`config.mk`:
```
export PLATFORM = sky130hd
export DESIGN_NAME = cache_req_driver
export DESIGN_NICKNAME = d
export VERILOG_FILES = /design/src/rtl/cache_req_driver.sv
export SDC_FILE = /design/constraint.sdc
export NUM_CORES = 1
export LEC_CHECK = 0
export ABC_AREA = 1
export ABC_CLOCK_PERIOD_IN_PS = 3250
export CAP_MARGIN = 20
export CORE_MARGIN = 2
export CORE_UTILIZATION = 26
export CTS_CLUSTER_DIAMETER = 150
export DETAILED_ROUTE_END_ITERATION = 10
export PLACE_DENSITY = 0.43
export SETUP_SLACK_MARGIN = 0.05
export SLEW_MARGIN = 15
export SYNTH_ARGS = -nofsm -noshare
export SYNTH_HDL_FRONTEND = slang
export SYNTH_SLANG_ARGS = --single-unit
```
`constraint.sdc`:
```
create_clock -name clk -period 3.25 [get_ports clk]
set_input_delay 0.65 -clock clk [delete_from_list [all_inputs] [get_ports clk]]
set_output_delay 0.65 -clock clk [all_outputs]
set_load 0.01 [all_outputs]
```
`src/rtl/cache_req_driver.sv`:
```
// Initiator toward the DRAM row cache: queues row requests, plays them out with fixed
// RD/WR assertion timing, honours hold and returns the captured cache row upstream.
module cache_req_driver #(
    parameter int CHWIDTH   = 5,
    parameter int ADDRWIDTH = 17,
    parameter int ASSERTCYC = 3,
    parameter int GAPCYC    = 1,
    parameter int QDEPTH    = 4
) (
    input  logic                 clk,
    input  logic                 rst,
    input  logic                 req_valid,
    output logic                 req_ready,
    input  logic                 req_wr,
    input  logic [ADDRWIDTH-1:0] req_row,
    input  logic                 sync_req,
    output logic                 RD,
    output logic                 WR,
    output logic [ADDRWIDTH-1:0] RowId,
    output logic                 sync,
    input  logic                 hold,
    input  logic [CHWIDTH-1:0]   cRowId,
    output logic                 rsp_valid,
    output logic                 rsp_wr,
    output logic [ADDRWIDTH-1:0] rsp_row,
    output logic [CHWIDTH-1:0]   rsp_crow,
    output logic                 busy
);

    localparam int PTRW = $clog2(QDEPTH);
    localparam logic [PTRW:0]   QFULL      = (PTRW+1)'(QDEPTH);
    localparam logic [PTRW:0]   CNTONE     = (PTRW+1)'(1);
    localparam logic [PTRW-1:0] PTRONE     = PTRW'(1);
    localparam logic [3:0]      ASSERTLOAD = 4'(ASSERTCYC - 1);
    localparam logic [3:0]      GAPLOAD    = 4'((GAPCYC > 0) ? GAPCYC - 1 : 0);
    localparam bit              HASGAP     = (GAPCYC > 0);

    typedef enum logic [1:0] {IDLE, SYNC, ISSUE, GAP} state_t;

    state_t               state, state_next;
    logic [3:0]           cnt, cnt_next;
    logic [ADDRWIDTH:0]   q_mem [QDEPTH];
    logic [ADDRWIDTH:0]   head;
    logic [PTRW-1:0]      wr_ptr, rd_ptr;
    logic [PTRW:0]        q_count;
    logic                 push, pop, capture;
    logic                 sync_pend, cur_wr, rsp_pend;

    // No bypass: a full queue refuses a push even when a pop happens the same cycle.
    assign req_ready = (q_count != QFULL);
    assign push      = req_valid && req_ready;
    assign head      = q_mem[rd_ptr];
    assign busy      = (state != IDLE) || (q_count != '0);

    always_comb begin
        state_next = state;
        cnt_next   = cnt;
        pop        = 1'b0;
        capture    = 1'b0;
        case (state)
            IDLE: begin
                if (!hold) begin
                    if (sync_pend) begin
                        state_next = SYNC;
                    end else if (q_count != '0) begin
                        pop        = 1'b1;
                        cnt_next   = ASSERTLOAD;
                        state_next = ISSUE;
                    end
                end
            end
            SYNC: begin
                state_next = HASGAP ? GAP : IDLE;
                cnt_next   = GAPLOAD;
            end
            ISSUE: begin
                if (!hold) begin
                    if (cnt == 4'd0) begin
                        capture    = 1'b1;
                        state_next = HASGAP ? GAP : IDLE;
                        cnt_next   = GAPLOAD;
                    end else begin
                        cnt_next = cnt - 4'd1;
                    end
                end
            end
            GAP: begin
                if (cnt == 4'd0) state_next = IDLE;
                else             cnt_next   = cnt - 4'd1;
            end
            default: state_next = IDLE;
        endcase
    end

    always_ff @(posedge clk or negedge rst) begin
        if (!rst) begin
            state <= IDLE;
            cnt   <= 4'd0;
        end else begin
            state <= state_next;
            cnt   <= cnt_next;
        end
    end

    always_ff @(posedge clk) begin
        if (push) q_mem[wr_ptr] <= {req_wr, req_row};
    end

    always_ff @(posedge clk or negedge rst) begin
        if (!rst) begin
            wr_ptr  <= '0;
            rd_ptr  <= '0;
            q_count <= '0;
        end else begin
            if (push) wr_ptr <= wr_ptr + PTRONE;
            if (pop)  rd_ptr <= rd_ptr + PTRONE;
            if (push && !pop)      q_count <= q_count + CNTONE;
            else if (pop && !push) q_count <= q_count - CNTONE;
        end
    end

    // Cache-facing strobes follow the state one cycle later, so RowId is settled before RD/WR rise.
    always_ff @(posedge clk or negedge rst) begin
        if (!rst) begin
            RD        <= 1'b0;
            WR        <= 1'b0;
            sync      <= 1'b0;
            RowId     <= '0;
            cur_wr    <= 1'b0;
            sync_pend <= 1'b0;
            rsp_pend  <= 1'b0;
            rsp_valid <= 1'b0;
            rsp_wr    <= 1'b0;
            rsp_row   <= '0;
            rsp_crow  <= '0;
        end else begin
            RD        <= (state == ISSUE) && !cur_wr;
            WR        <= (state == ISSUE) && cur_wr;
            sync      <= (state == SYNC);
            rsp_pend  <= capture;
            rsp_valid <= rsp_pend;
            if (pop) begin
                RowId  <= head[ADDRWIDTH-1:0];
                cur_wr <= head[ADDRWIDTH];
            end
            if (capture) begin
                rsp_crow <= cRowId;
                rsp_row  <= RowId;
                rsp_wr   <= cur_wr;
            end
            if (state == SYNC)  sync_pend <= 1'b0;
            else if (sync_req)  sync_pend <= 1'b1;
        end
    end

endmodule
```
==> results of run 1 <==
==> cells by family (layout without fill, tap and decap cells) <==
| logic type | count (synthesis) | after routing | share of synthesized area [%] |
|---|---|---|---|
| simple gates | 108 | 108 | 9.87 |
| compound gates | 116 | 116 | 12.2 |
| xor+xnor | 5 | 5 | 0.786 |
| flops | 132 | 132 | 65.8 |
| fa+ha+maj | 12 | 12 | 2.83 |
| buf+inv | 98 | 193 | 8.36 |
| mux | 1 | 1 | 0.202 |
==> registers in the layout, summed over array words and instances, names as in the netlist <==
register and flops:
q_mem 72, RowId 17, rsp_row 17, rsp_crow 5, cnt 4, q_count 3
rd_ptr 2, state 2, wr_ptr 2, RD 1, WR 1, cur_wr 1
rsp_pend 1, rsp_valid 1, rsp_wr 1, sync 1, sync_pend 1
==> cells in the mapped netlist, drive strengths merged <==
cell type / instances
nand3b: 1
dfrtp: 60
nand4: 3
nand2: 62
inv: 79
clkbuf: 3
a21oi: 37
xnor2: 1
nand3: 26
clkinv: 1
mux2: 1
edfxtp: 72
o21ai: 78
ha: 11
buf: 15
fa: 1
xor2: 4
nor2: 16
o21a: 1
==> cells in the final DEF (no fill, tap or decap), drive strengths merged <==
cell type	synthesis	final
o21a	1	1
clkdlybuf4s50	0	72
nor2	16	16
dfrtp	60	60
xor2	4	4
nand2	62	62
ha	11	11
fa	1	1
xnor2	1	1
o21ai	78	78
nand3	26	26
bufinv	0	4
clkinvlp	0	2
nand4	3	3
mux2	1	1
a21oi	37	37
clkinv	1	6
clkbuf	3	17
nand3b	1	1
edfxtp	72	72
buf	15	9
inv	79	83
==> power groups by stage <==
stage	registers [mW]	logic (mW)	clock network, mW
5_1_grt	2.73	2.72	2.14
3_5_place_dp	2.78	2.34	0
4_1_cts	2.74	2.35	2.06
3_3_place_gp	2.76	2.31	0
6_report	2.66	2.40	2.01
2_1_floorplan	2.67	1.48	0
==> stage by stage <==
stage          utilization, %  instance area (um2)  power, mW  hold slack (ns)  setup WS, ns
5_1_grt                  34.2                 7190       7.59            0.105         0.581
3_3_place_gp             31.1                 6540       5.07            0.333         0.725
3_5_place_dp             31.1                 6540       5.12            0.340         0.692
2_1_floorplan               -                 5570       4.15            0.331          1.21
4_1_cts                  34.1                 7170       7.16            0.101         0.678
6_report                 34.2                 7190       7.07            0.114         0.715
==> cell type report <==
class                   count  area, um2
inverters                  80        313
clock buffers              17        425
multi-input cells         242       1440
flip-flops and latches    132       3660
repair buffers             81        798
fillers                  2058      13800
well taps                 275        344
clock inverters            15        201
==> layer usage <==
| layer | vias to the layer above | share of wire [%] |
|---|---|---|
| met3 | 9 | 5.6 |
| met5 | - | 0 |
| met2 | 77 | 45 |
| met1 | 1655 | 48 |
| li1 | 1735 | - |
| met4 | 0 | 1.1 |
==> worst register-to-register path: cells and delay by family, from the launching register on <==
kind,cells,cell delay [ns]
adders and majority gates,3,0.89
buffers and inverters,2,0.21
DFF,1,0.41
muxes,1,0.27
and+or+nand+nor,3,0.32
==> worst max-delay path by stage <==
| stage | depth (start not counted) | start | to | slack [ns] |
|---|---|---|---|---|
| final | 4 | state[1] | busy | 0.72 |
| after global routing | 4 | state[1] | busy | 0.58 |
| after CTS | 4 | state[0] | busy | 0.68 |
| after detailed placement | 9 | hold | q_count[2] | 0.69 |
| after global placement | 9 | hold | q_count[2] | 0.72 |
| after floorplan | 9 | state[0] | q_count[1] | 1.21 |
==> results.toml, run 1 <==
[clocking]
clock_latency_ns = 0.41
cts_resized = 0
post-cts-setup-buffers = 0
tritoncts = "yes"
cts_buffer_depth = 2
cts_root_buf = "clkbuf_16"
cts_sinks = 132
htreeDepth = 4
cts_made_buffers = 17
cts_hold_buf = 0
clk_pin_slew_ns = 0.06

[pwr]
power.share.clock_pct = 28.4
p_leak_nw = 2.96
internal_power_mw = 4.64
ir_drop_mv = 0.291
p_seq_share_pct = 37.6
p_comb_share_pct = 34.0
powerDensity_nw_per_um2 = 984
p_sw_share_pct = 34.4
p_sw_mw = 2.43

[critical_path]
crit_buf_inv = 2
critPathKind = "reg2out"
r2r-end = "q_count[1]"
r2r_cells = 9
endpoint_kind = "output port"
regToRegSetupSlack_ns = 1.04
crit_chain = "inv_1 -> ha_1 -> nand3_1 -> clkdlybuf4s50_1"
cp_max_fo = 7
cp_top_family = "buffers and inverters"
critPathLaunchType = "register"
cp.arrival_ns = 1.88
required_ns = 2.60
r2r-start = "state[1]"
cpMaxStageDelayCell = "clkdlybuf4s50_1"
critPathMaxStageDelay_ns = 0.50

[grt]
met2_usage_pct = 17.3
grt-ovfl-total = 0
grt_pass1_wl_um = 19000
grt.met1_usage_pct = 15.2
grt_max_degree = 75
gr-usage-all-layers_pct = 11.4
antenna_found_initial = 0
gr-usage-met3_pct = 3.82
busiest_layer = "met2"
grt_pass1_vias = 3418

[min_path]
hp-class = "in2async"

[detailed_routing]
drc = 0
wl_per_cell_um = 14.2
drt_iter0_drc = 134
drt_first_pass_iters = 4
ant_nets = 0
routed_via_density = 4.13
dr_total_vias = 3476
drt-total-wl_um = 12000

[yosys]
synth_area_leaders = "edfxtp_1, dfrtp_1, inv_1"
syn_inst = 472
synth_top_area_share_pct = 38.8
synth_top_area_cell = "edfxtp_1"
synth.distinct_cells = 30
ys_ff_latch = 132
syn_area_per_cell_um2 = 11.8
synth_nets = 512
syn_area_um2 = 5570
yosys_warnings = 0
yosysSeqAreaShare_pct = 65.8

[die]
fp.dieH_um = 150
die_area_um2 = 22600
die_w_um = 150
start_util_pct = 26.5
core-area_um2 = 21000
io_pins = 74
num_rows = 53

[cells_and_area]
fin_nets = 594
diodes = 0
drive_gt1_share_pct = 16.4
area_growth_pct = 29.1
final_cells = 842

[placement]
dpl.cell_count = 809
io_buffer_count = 73
globalplace.congestion = 0.736
dp_hpwl_um = 7780

[timing]
fin_setup_tns_ns = 0
clock.fmax_mhz = 395
tightest_slew_ns = 0.888
maxSlewViolCount = 0
rsz0062_at_grt = "no"
relSlewSlack_pct = 40.8
fin_crit_ns = 2.53
hold_viol_final = 0
fin_crit_sh_pct = 78.0
finalClockSkew_ns = 0.0109
setup_viol = 0

[status]
status = "complete, no violations"

[run]
maxCapViolCount = 0
Power figures use the tool's default switching activity.
==> inputs of run 2 (changes only) <==
--- a/config.mk
+++ b/config.mk
@@ -6,7 +6,7 @@
 export NUM_CORES = 1
 export LEC_CHECK = 0
 export ABC_AREA = 1
-export ABC_CLOCK_PERIOD_IN_PS = 3250
+export ABC_CLOCK_PERIOD_IN_PS = 2500
 export CAP_MARGIN = 20
 export CORE_MARGIN = 2
 export CORE_UTILIZATION = 26
==> constraint.sdc (replaced) <==
create_clock -name clk -period 2.5 [get_ports clk]
set_input_delay 0.5 -clock clk [delete_from_list [all_inputs] [get_ports clk]]
set_output_delay 0.5 -clock clk [all_outputs]
set_load 0.01 [all_outputs]
==> results.toml, run 2 (synthesized netlist as in run 1, its figures left out) <==
[status]
status = "complete, no violations"

[pwr]
p_leak_nw = 2.99
p_sw_share_pct = 34.9
p_sw_mw = 3.22
powerDensity_nw_per_um2 = 1270
p_comb_share_pct = 35.3
internal_power_mw = 6.00
power.share.clock_pct = 28.1
p_seq_share_pct = 36.7
ir_drop_mv = 0.381

[critical_path]
critPathLaunchType = "register"
crit_chain = "inv_1 -> ha_4 -> nand3_1 -> clkdlybuf4s50_1"
endpoint_kind = "output port"
critPathKind = "reg2out"
required_ns = 2.00
cpMaxStageDelayCell = "clkdlybuf4s50_1"
cp_top_family = "buffers and inverters"
critPathMaxStageDelay_ns = 0.50
crit_buf_inv = 2
cp.arrival_ns = 1.83
cp_max_fo = 7

[placement]
dp_slack_ns = 0.159
globalplace.congestion = 0.725
io_buffer_count = 73
dp_hpwl_um = 7870

[timing]
hold_viol_final = 0
fin_crit_ns = 2.33
fin_crit_sh_pct = 93.4
setup_viol = 0
finalClockSkew_ns = 0.00558
rsz0062_at_grt = "no"
maxSlewViolCount = 0
clock.fmax_mhz = 428
tightest_slew_ns = 0.575
relSlewSlack_pct = 61.7
layout_setup_ws_ns = 0.166
fin_setup_tns_ns = 0

[die]
die_area_um2 = 22600
num_rows = 53
fp.dieH_um = 150
io_pins = 74
die_w_um = 150
start_util_pct = 26.5
core-area_um2 = 21000

[detailed_routing]
drt_first_pass_iters = 4
routed_via_density = 4.12
wl_per_cell_um = 14.2
dr_total_vias = 3485
drt_iter0_drc = 210
drc = 0
ant_nets = 0
drt-total-wl_um = 12000

[grt]
grt_pass1_wl_um = 19200
antenna_found_initial = 1
grt-ovfl-total = 0
grt_pass1_vias = 3505
grt_max_degree = 40
gr-usage-all-layers_pct = 11.4

[cells_and_area]
diodes = 0
drive_gt1_share_pct = 17.3
largest_reg_flops = 72
fin_nets = 598
area_growth_pct = 29.9
layout_common_cells = "inv_1, clkdlybuf4s50_1, edfxtp_1"
largestRegisters = "q_mem (72), RowId (17), rsp_row (17)"
mostFrequentLayoutCell = "inv_1"
largest_register = "q_mem"

[clocking]
htreeDepth = 4
clk_pin_slew_ns = 0.06
cts_root_buf = "clkbuf_16"
clock_latency_ns = 0.41
post-cts-setup-buffers = 0
cts_made_buffers = 17
tritoncts = "yes"
cts_sinks = 132
cts_buffer_depth = 2

[min_path]
hp-class = "in2async"

[run]
maxCapViolCount = 0
run 2: cell types whose count changed in the layout (fill, tap and decap cells not counted):
cell        delta
ha_1           -1
clkinvlp_4     -1
ha_4           +1
buf_12         +1
inv_8          +1
inv_6          +3
clkinv_1       -1
bufinv_16      -1
buf_4          +3
clkinv_2       -1
run 2: area by class of cell:
class	count	area, um2
Tap cell	275	344
Multi-Input combinational cell	242	1450
Inverter	80	313
Timing Repair Buffer	85	841
Fill cell	2066	13800
Clock buffer	17	425
Sequential cell	132	3660
Clock inverter	15	193
run 2: layer usage:
metal / up-vias / wire length [um] / GRT usage [%]
met4: 2 / 230 / 5.05
met2: 74 / 5300 / 16.8
met1: 1640 / 5840 / 15.2
met3: 16 / 657 / 3.58
met5: - / 12 / 0
li1: 1753 / - / -
run 2: worst paths after layout:
check / startpoint / depth (start not counted) / slack, ns / endpoint
setup / recovery: state[0] / 4 / 0.17 / busy
hold / removal: rst / 1 / 0.08 / state[1]
setup reg to reg: state[0] / 11 / 0.42 / q_count[2]
hold reg to reg: rsp_pend / 0 / 0.35 / rsp_valid
max in group asynchronous: rst / 2 / 1.81 / RowId[16]
min in group clk: rsp_pend / 0 / 0.35 / rsp_valid
run 2: metrics by stage:
step / util, % / power, mW / cells / hold WS (ns) / cell area, um2
4_1_cts: 34.4 / 9.37 / 846 / 0.0706 / 7220
2_1_floorplan: - / 5.39 / 472 / 0.204 / 5570
6_report: 34.4 / 9.22 / 846 / 0.0765 / 7230
5_1_grt: 34.4 / 9.90 / 846 / 0.0958 / 7230
3_3_place_gp: 31.4 / 6.66 / 814 / 0.333 / 6600
3_5_place_dp: 31.4 / 6.72 / 814 / 0.337 / 6600
run 2: power by group through the flow:
stage,clock (mW),combinational [mW],sequential [mW]
finish,2.59,3.25,3.38
detailed placement,0,3.29,3.43
global route,2.76,3.67,3.47
global placement,0,3.25,3.41
CTS,2.67,3.31,3.39
floorplan,0,1.92,3.47
run 2: timing repair:
item	CTS	global route
gates resized for setup	1	1
endpoints found under the setup margin	1	1
hold buffers	0	0
==> inputs of run 3 (changes only) <==
--- a/config.mk
+++ b/config.mk
@@ -13,6 +13,7 @@
 export CTS_CLUSTER_DIAMETER = 150
 export DETAILED_ROUTE_END_ITERATION = 10
 export PLACE_DENSITY = 0.43
+export RECOVER_POWER = 50
 export SETUP_SLACK_MARGIN = 0.05
 export SLEW_MARGIN = 15
 export SYNTH_ARGS = -nofsm -noshare
==> results.toml, run 3 (synthesized netlist as in run 1, its figures left out) <==
[critical_path]
critPathLaunchType = "register"
required_ns = 2.00
endpoint_kind = "output port"
critPathKind = "reg2out"
cp_max_fo = 7
critPathMaxStageDelay_ns = 0.51
cp.arrival_ns = 1.84
crit_chain = "inv_1 -> ha_4 -> nand3_1 -> clkdlybuf4s50_1"
cpMaxStageDelayCell = "clkdlybuf4s50_1"

[pwr]
p_leak_nw = 2.98
ir_drop_mv = 0.380
powerDensity_nw_per_um2 = 1280

[grt]
grt_pass1_vias = 3505
antenna_found_initial = 3
grt_max_degree = 40
gr-usage-all-layers_pct = 11.4
grt-ovfl-total = 0
grt_pass1_wl_um = 19200

[cells_and_area]
final_cells = 847
area_growth_pct = 29.3
largest_register = "q_mem"
fin_nets = 598
layout_common_cells = "inv_1, edfxtp_1, dfrtp_1, nand2_1, clkdlybuf4s50_1"
n_fill_cell = 2069
drive_gt1_share_pct = 16.3
largestRegisters = "q_mem (72), RowId (17), rsp_row (17)"
largest_reg_flops = 72
mostFrequentLayoutCell = "inv_1"
fin_util_pct = 34.2

[detailed_routing]
drt-total-wl_um = 12000
ant_nets = 0
wl_per_cell_um = 14.2
routed_via_density = 4.11
dr_total_vias = 3478
drt_first_pass_iters = 4
drt_iter0_drc = 212
drc = 0

[clocking]
cts_made_buffers = 17
cts_root_buf = "clkbuf_16"
cts_sinks = 132
cts_buffer_depth = 2
post-cts-setup-buffers = 0
clock_latency_ns = 0.42
clk_pin_slew_ns = 0.06
tritoncts = "yes"
htreeDepth = 4

[die]
die_w_um = 150
fp.dieH_um = 150
io_pins = 74
start_util_pct = 26.5
num_rows = 53
core-area_um2 = 21000
die_area_um2 = 22600

[timing]
fin_crit_sh_pct = 93.6
fin_crit_ns = 2.34
layout_setup_ws_ns = 0.160
hold_ws_ns = 0.321
relSlewSlack_pct = 17.8
rsz0062_at_grt = "no"
maxSlewViolCount = 0
clock.fmax_mhz = 427
finalClockSkew_ns = 0.00559
setup_viol = 0
fin_setup_tns_ns = 0
tightest_slew_ns = 1.23
hold_viol_final = 0

[placement]
dp_hpwl_um = 7870
io_buffer_count = 73
dpl.cell_count = 814
dp_slack_ns = 0.159
globalplace.congestion = 0.725

[min_path]
hp-class = "in2async"

[run]
maxCapViolCount = 0

[status]
status = "complete, no violations"
==> run 3: cell types whose count changed in the layout (fill, tap and decap cells not counted), moves of 2 or more <==
cell             change
clkdlybuf4s50_1     -18
dlygate4sd3_1       +18
buf_4                -3
clkbuf_2             +3
clkbuf_1             +2
nor2_1               +2
==> run 3: final cells by class <==
cell class	count	area [um2]	area share [%]
Antenna cell	1	2.50	0.0348
Clock buffer	17	425	5.91
Clock inverter	15	193	2.68
Inverter	80	313	4.35
Multi-Input combinational cell	242	1440	20.0
Sequential cell	132	3660	50.9
Tap cell	275	344	4.78
Timing Repair Buffer	85	816	11.3
==> run 3: path summary, 6_finish.rpt <==
kind,startpoint,endpoint,slack [ns],cells after the start
max reg2reg,state[0],q_count[2],0.42,11
max in group asynchronous,rst,RowId[16],0.58,2
min reg2reg,rsp_pend,rsp_valid,0.35,0
max,state[0],busy,0.16,4
min in group clk,rsp_pend,rsp_valid,0.35,0
min,rst,state[1],0.32,1
==> run 3: stage by stage <==
step,power [mW],instance area (um2)
floorplan,5.39,5570
global placement,6.66,6600
detailed placement,6.72,6600
CTS,9.37,7220
global route,9.86,7190
finish,9.18,7200
==> run 3: what timing repair did <==
item / in CTS / in global routing
hold buffers: 0 / 0
gates resized for setup: 1 / 1
setup endpoints to repair: 1 / 1
==> run 3: per-layer routing <==
metal / part of all wire [%] / global-route usage [%]
met4: 1.9 / 5.05
met2: 44 / 16.8
met5: 0.22 / 0
met3: 5.4 / 3.58
met1: 48 / 15.2
==> run 3: critical path, delay by kind of cell (launching register included) <==
| kind | cells | cell delay [ns] |
|---|---|---|
| buffers and inverters | 2 | 0.68 |
| flip-flops | 1 | 0.42 |
| adder cells (fa/ha/maj) | 1 | 0.20 |
| AND/OR/NAND/NOR | 1 | 0.13 |
==> run 3: where the power goes <==
part           switching, mW  total, mW  leakage [nW]  internal, mW
sequential             0.366       3.37          1.41          3.01
clock                  0.990       2.59         0.302          1.60
combinational           1.85       3.22          1.27          1.37
total                   3.20       9.18          2.98          5.98
==> edit 1 (flow settings as in run 3) <==
Register the output `sync` once more, cleared by the reset; this adds one clock of latency there. The other outputs are not delayed to match.
--- a/src/rtl/cache_req_driver.sv
+++ b/src/rtl/cache_req_driver.sv
@@ -37,4 +37,6 @@
 
     typedef enum logic [1:0] {IDLE, SYNC, ISSUE, GAP} state_t;
+
+    logic sync_s0;
 
     state_t               state, state_next;
@@ -125,5 +127,5 @@
             RD        <= 1'b0;
             WR        <= 1'b0;
-            sync      <= 1'b0;
+            sync_s0   <= 1'b0;
             RowId     <= '0;
             cur_wr    <= 1'b0;
@@ -137,5 +139,5 @@
             RD        <= (state == ISSUE) && !cur_wr;
             WR        <= (state == ISSUE) && cur_wr;
-            sync      <= (state == SYNC);
+            sync_s0   <= (state == SYNC);
             rsp_pend  <= capture;
             rsp_valid <= rsp_pend;
@@ -154,3 +156,11 @@
     end
 
+    always_ff @(posedge clk or negedge rst) begin
+        if (!rst) begin
+            sync <= '0;
+        end else begin
+            sync <= sync_s0;
+        end
+    end
+
 endmodule
Check against the original RTL: not equivalent (Yosys sat finds a counterexample within 4 cycles, from zero or initial values and one cycle with rst low).
==> edit 1 against run 3 <==
Final cell count rose by 0.35%. Area after synthesis rose by 0.45%. Setup slack improved by 0.041 ns. Sequential cell count rose by 1. Routed wire length rose by 0.92%. Sequential power rose by 2%. Final area rose by 0.71%. Register-to-register slack got worse by 0.02 ns. Non-clock buffer count rose by 1. Total power barely moved. Count of clock-buffer cells in the layout did not move. Core utilization rose by 0.14 points. Critical path type unchanged. Largest cell class unchanged.
==> edit 1: results (changes against run 3) <==
FF-to-FF path depth 8 (-3); Crit-path slowest cell clkdlybuf4s50_1; final HPWL from detailed placement 7.940 mm (+0.85%); CTS max path bufs 2 (unchanged); Leak 2.999 nW (+0.73%); Fin. Hold Viols 0 (unchanged); fillers 2119 (+2.4%); DRT Wirelength 12.11 mm (+0.92%); worst slew pin tran 1.385 ns (+0.1526 ns); aggregate global-route resource usage 11.34% (-0.021 points); HP Class flop to flop; number of buffer cells added on primary ports 73 (unchanged); H-Tree Depth 4 (unchanged); most frequent cells after synthesis inv_1 (77), edfxtp_1 (72), dfrtp_1 (61); pin count of the biggest net entering global routing 38 (-5.0%); reg2reg end q_count[1]$_DFFE_PN0P_; sequential area share after synthesis 65.95% (+0.15 points); initial antenna violation count 2 (-1); ranking of synthesized cells by area edfxtp_1 (39%), dfrtp_1 (27%), inv_1 (5.2%), o21ai_2 (3.9%), nand2_1 (3.9%); CP Max Fanout 7 (unchanged); crit path launch state[1]$_DFFE_PN0P_; Final Skew 0.005906 ns (+0.0003185 ns); layout cells sized above 1 16.06% (-0.23 points); Crit path arrival time 1.80 ns (-0.04 ns); vias in the first global route 3468 (-1.1%); WHS Endpoint sync$_DFF_PN0_; clk slew on worst S/H paths 0.06 ns (about the same); asr flop ratio synth 45.86% (+0.41 points); reg2reg start q_count[1]$_DFFE_PN0P_; crit-path max cell delay 0.55 ns (+0.04 ns); Via density 4.072 (-0.84%); Setup violations, final 0 (unchanged); register-to-register setup slack 0.40 ns (-0.02 ns); routability congestion estimate 0.7188 (-0.88%); Post-Syn Instances 473 (+0.21%); synth unique cells 30 (unchanged); placed cell count 816 (+0.25%); first-pass GRT wire length 19.15 mm (-0.11%); Skew-Pair Late Insertion Delay 0.41 ns; initial detailed-routing violation count 188 (-11%); Layout Nets 600 (+0.33%); non-filler instance count after layout 850 (+0.35%); VDD IR-drop max 0.0003116 V (-18%); status complete, no violations; Post-Syn Nets 513 (+0.20%)
==> edit 1: layout make-up <==
| cell class | count | area, sq um | area share [%] |
|---|---|---|---|
| multi-input cells | 242 | 1441 | 19.89 |
| clock inverters | 15 | 187.7 | 2.589 |
| repair buffers | 86 | 842.1 | 11.62 |
| clock buffers | 17 | 425.4 | 5.869 |
| flip-flops and latches | 133 | 3690 | 50.91 |
| diodes | 2 | 5.005 | 0.06905 |
| well taps | 275 | 344.1 | 4.747 |
| inverters | 80 | 312.8 | 4.316 |
==> edit 1: metrics by stage <==
step	hold WS, ns	power, mW	worst slack (ns)	cell area (sq um)
after floorplan	0.2044	5.418	0.4559	5593
after global placement	0.3313	6.684	0.1874	6659
after detailed placement	0.3379	6.726	0.1798	6659
after CTS	0.1271	9.356	0.06183	7272
after global routing	0.3540	9.872	0.06370	7243
final	0.3473	9.174	0.2009	7248
==> edit 1: logic make-up after synthesis <==
kind of cell / synth area share (%)
buffers and inverters: 8.322
and+or+nand+nor: 9.821
adders and majority gates: 2.819
muxes: 0.2013
xor gates and xnor gates: 0.7830
DFF: 65.95
AOI/OAI and AO/OA: 12.10
==> edit 1: report_power, final <==
| part | switching (mW) | total, mW | internal [mW] |
|---|---|---|---|
| combinational | 1.80 | 3.17 | 1.37 |
| sequential | 0.404 | 3.44 | 3.03 |
| clock | 0.915 | 2.57 | 1.65 |
==> edit 1: how the worst max path moves through the flow <==
stage | to | slack [ns] | depth (start not counted)
finish | busy | 0.20 | 4
global route | busy | 0.06 | 3
CTS | busy | 0.06 | 4
detailed placement | q_count[2]$_DFFE_PN0P_ | 0.18 | 9
global placement | q_count[2]$_DFFE_PN0P_ | 0.19 | 9
floorplan | q_count[1]$_DFFE_PN0P_ | 0.46 | 9
==> edit 1: worst reg2reg max path, cell delays in order, from the launching register on <==
cell and delay, ns:
dfrtp_1 0.41, nor2_1 0.27, nand2_1 0.14, nand2_1 0.11
inv_1 0.07, ha_1 0.19, inv_1 0.09, fa_1 0.42
mux2_2 0.27
==> edit 1: timing repair <==
item | CTS | global route
setup buffers | 0 | 0
endpoints found under the setup margin | 0 | 1
resized for setup | 0 | 2
==> edit 1: per-layer routing <==
metal	global-route usage (%)	vias up	wire length (um)
met3	3.000	10	552
met4	4.626	0	158
met5	0	-	0
li1	-	1749	-
met1	14.63	1642	5578
met2	18.11	60	5818
==> edit 2 (flow settings as in run 3) <==
Without the edit above. Change the parameter `QDEPTH` from 4 to 8.
--- a/src/rtl/cache_req_driver.sv
+++ b/src/rtl/cache_req_driver.sv
@@ -6,5 +6,5 @@
     parameter int ASSERTCYC = 3,
     parameter int GAPCYC    = 1,
-    parameter int QDEPTH    = 4
+    parameter int QDEPTH    = 8
 ) (
     input  logic                 clk,
Function: changed (a bounded check fails within 10 cycles, from zero or initial values and one cycle with rst low).
==> edit 2 against run 3 <==
Final area is 55% higher. Area after synthesis is 59% higher. Routed wire length is 77% higher. Via count is 70% higher. Hold slack better by 0.027 ns. Setup slack better by 0.039 ns. Clock power is 44% higher. Non-clock buffer count is 14 higher. Final cell count is 71% higher. Total power is 43% higher. Fmax is 1.7% higher. Sequential cell count is 75 higher.
==> edit 2: results (changes against run 3) <==
status complete, no violations; GR Layer Usage met2 18.68% (+1.9 points); Via density 4.084 (-0.53%); GR Layer Usage met1 17.40% (+2.2 points); layout cells sized above 1 8.108% (-8.2 points); Fmax 434.7 MHz (+1.7%); clock buf count 33 (+16); DR WL/cell 14.68 um (+3.6%); routability congestion estimate 0.7307 (+0.76%); ranking of synthesized cells by area edfxtp_1 (49%), dfrtp_1 (18%), nand2_1 (14%), nand3_1 (6.8%), inv_1 (5.4%); Clock-cell share 7.590% (-1.0 points); reg2reg start q_count[1]$_DFFE_PN0P_; Layout Nets 1021 (+71%); invs w/o clock 133 (+66%); Seq cells post-synth 207 (+57%); aggregate global-route resource usage 12.02% (+0.66 points); multi-input gate count 516 (+110%); n_diodes 0 (-1); clock group power 3.74 mW (+44%); Post-Synth Adder-Cell Area 1.777% (-1.1 points); P_seq 4.89 mW (+45%); NonClk Buf Share 9.240% (-2.1 points); register-to-register setup slack 0.34 ns (-0.08 ns); Non-clk bufs 99 (+16%); Regs by FF count q_mem: 144 flops, RowId: 17 flops, rsp_row: 17 flops; final HPWL from detailed placement 12.88 mm (+64%); mux share of post-synthesis cell area 0% (-0.20 points); syn avg cell area 9.981 sq um (-15%); initial antenna violation count 0 (-3); sequential area share after synthesis 66.50% (+0.70 points); pin count of the biggest net entering global routing 74 (+85%); Synth-to-Final Area Change 25.59%; Crit path arrival time 1.80 ns (-0.04 ns); H-Tree Depth 1 (-3); CTS max path bufs 3 (+1); Seq/total area 52.96% (+2.0 points); fillers 3415 (+65%); worst slew pin tran 0.9674 ns (-0.2649 ns); Int Pwr 8.575 mW (+44%); placed cell area 10300 sq um (+56%); Skew-Pair Late Insertion Delay 0.51 ns (+0.09 ns); Post-Synth XOR/XNOR Area 0.4935% (-0.29 points); HP Class flop to flop; DR vias 5910 (+70%); reg2reg end q_count[3]$_DFFE_PN0P_; initial detailed-routing violation count 343 (+62%); Leak 4.953 nW (+66%); CP Max Fanout 5 (-2); synth unique cells 29 (-3.3%); metal2 WL 9.641 mm (+81%); asr flop ratio synth 30.43% (-15 points); most frequent cells after synthesis nand2_1 (339), edfxtp_1 (144), inv_1 (127); Die Width 188.7 um (+26%); FF-to-FF path depth 13 (+2)
[edit 2: cells by family (layout without fill, tap and decap cells)]
| logic type | count (synthesis) | after routing |
|---|---|---|
| DFF | 207 | 207 |
| buffers and inverters | 166 | 276 |
| adders and majority gates | 12 | 12 |
| AOI/OAI and AO/OA | 9 | 9 |
| and+or+nand+nor | 490 | 490 |
| xor gates and xnor gates | 5 | 5 |
[edit 2: timing repair]
item                                    4_1_cts  5_1_grt
resized for setup                             1        1
hold buffers                                  1        0
endpoints found under the setup margin        1        1
endpoints found under the hold margin        17        0
[edit 2: per-stage QoR]
stage          power (mW)  hold WS [ns]
6_report            13.11        0.3479
5_1_grt             14.06        0.3673
4_1_cts             13.35        0.3485
3_5_place_dp        9.538        0.3347
3_3_place_gp        9.544        0.3346
2_1_floorplan       7.649        0.2044
[edit 2: critical path, cell delays in order, from the launching register on]
cell,delay [ns]
dfrtp_1,0.41
inv_1,0.09
ha_1,0.18
buf_4,0.15
nand4_1,0.15
dlygate4sd2_1,0.32
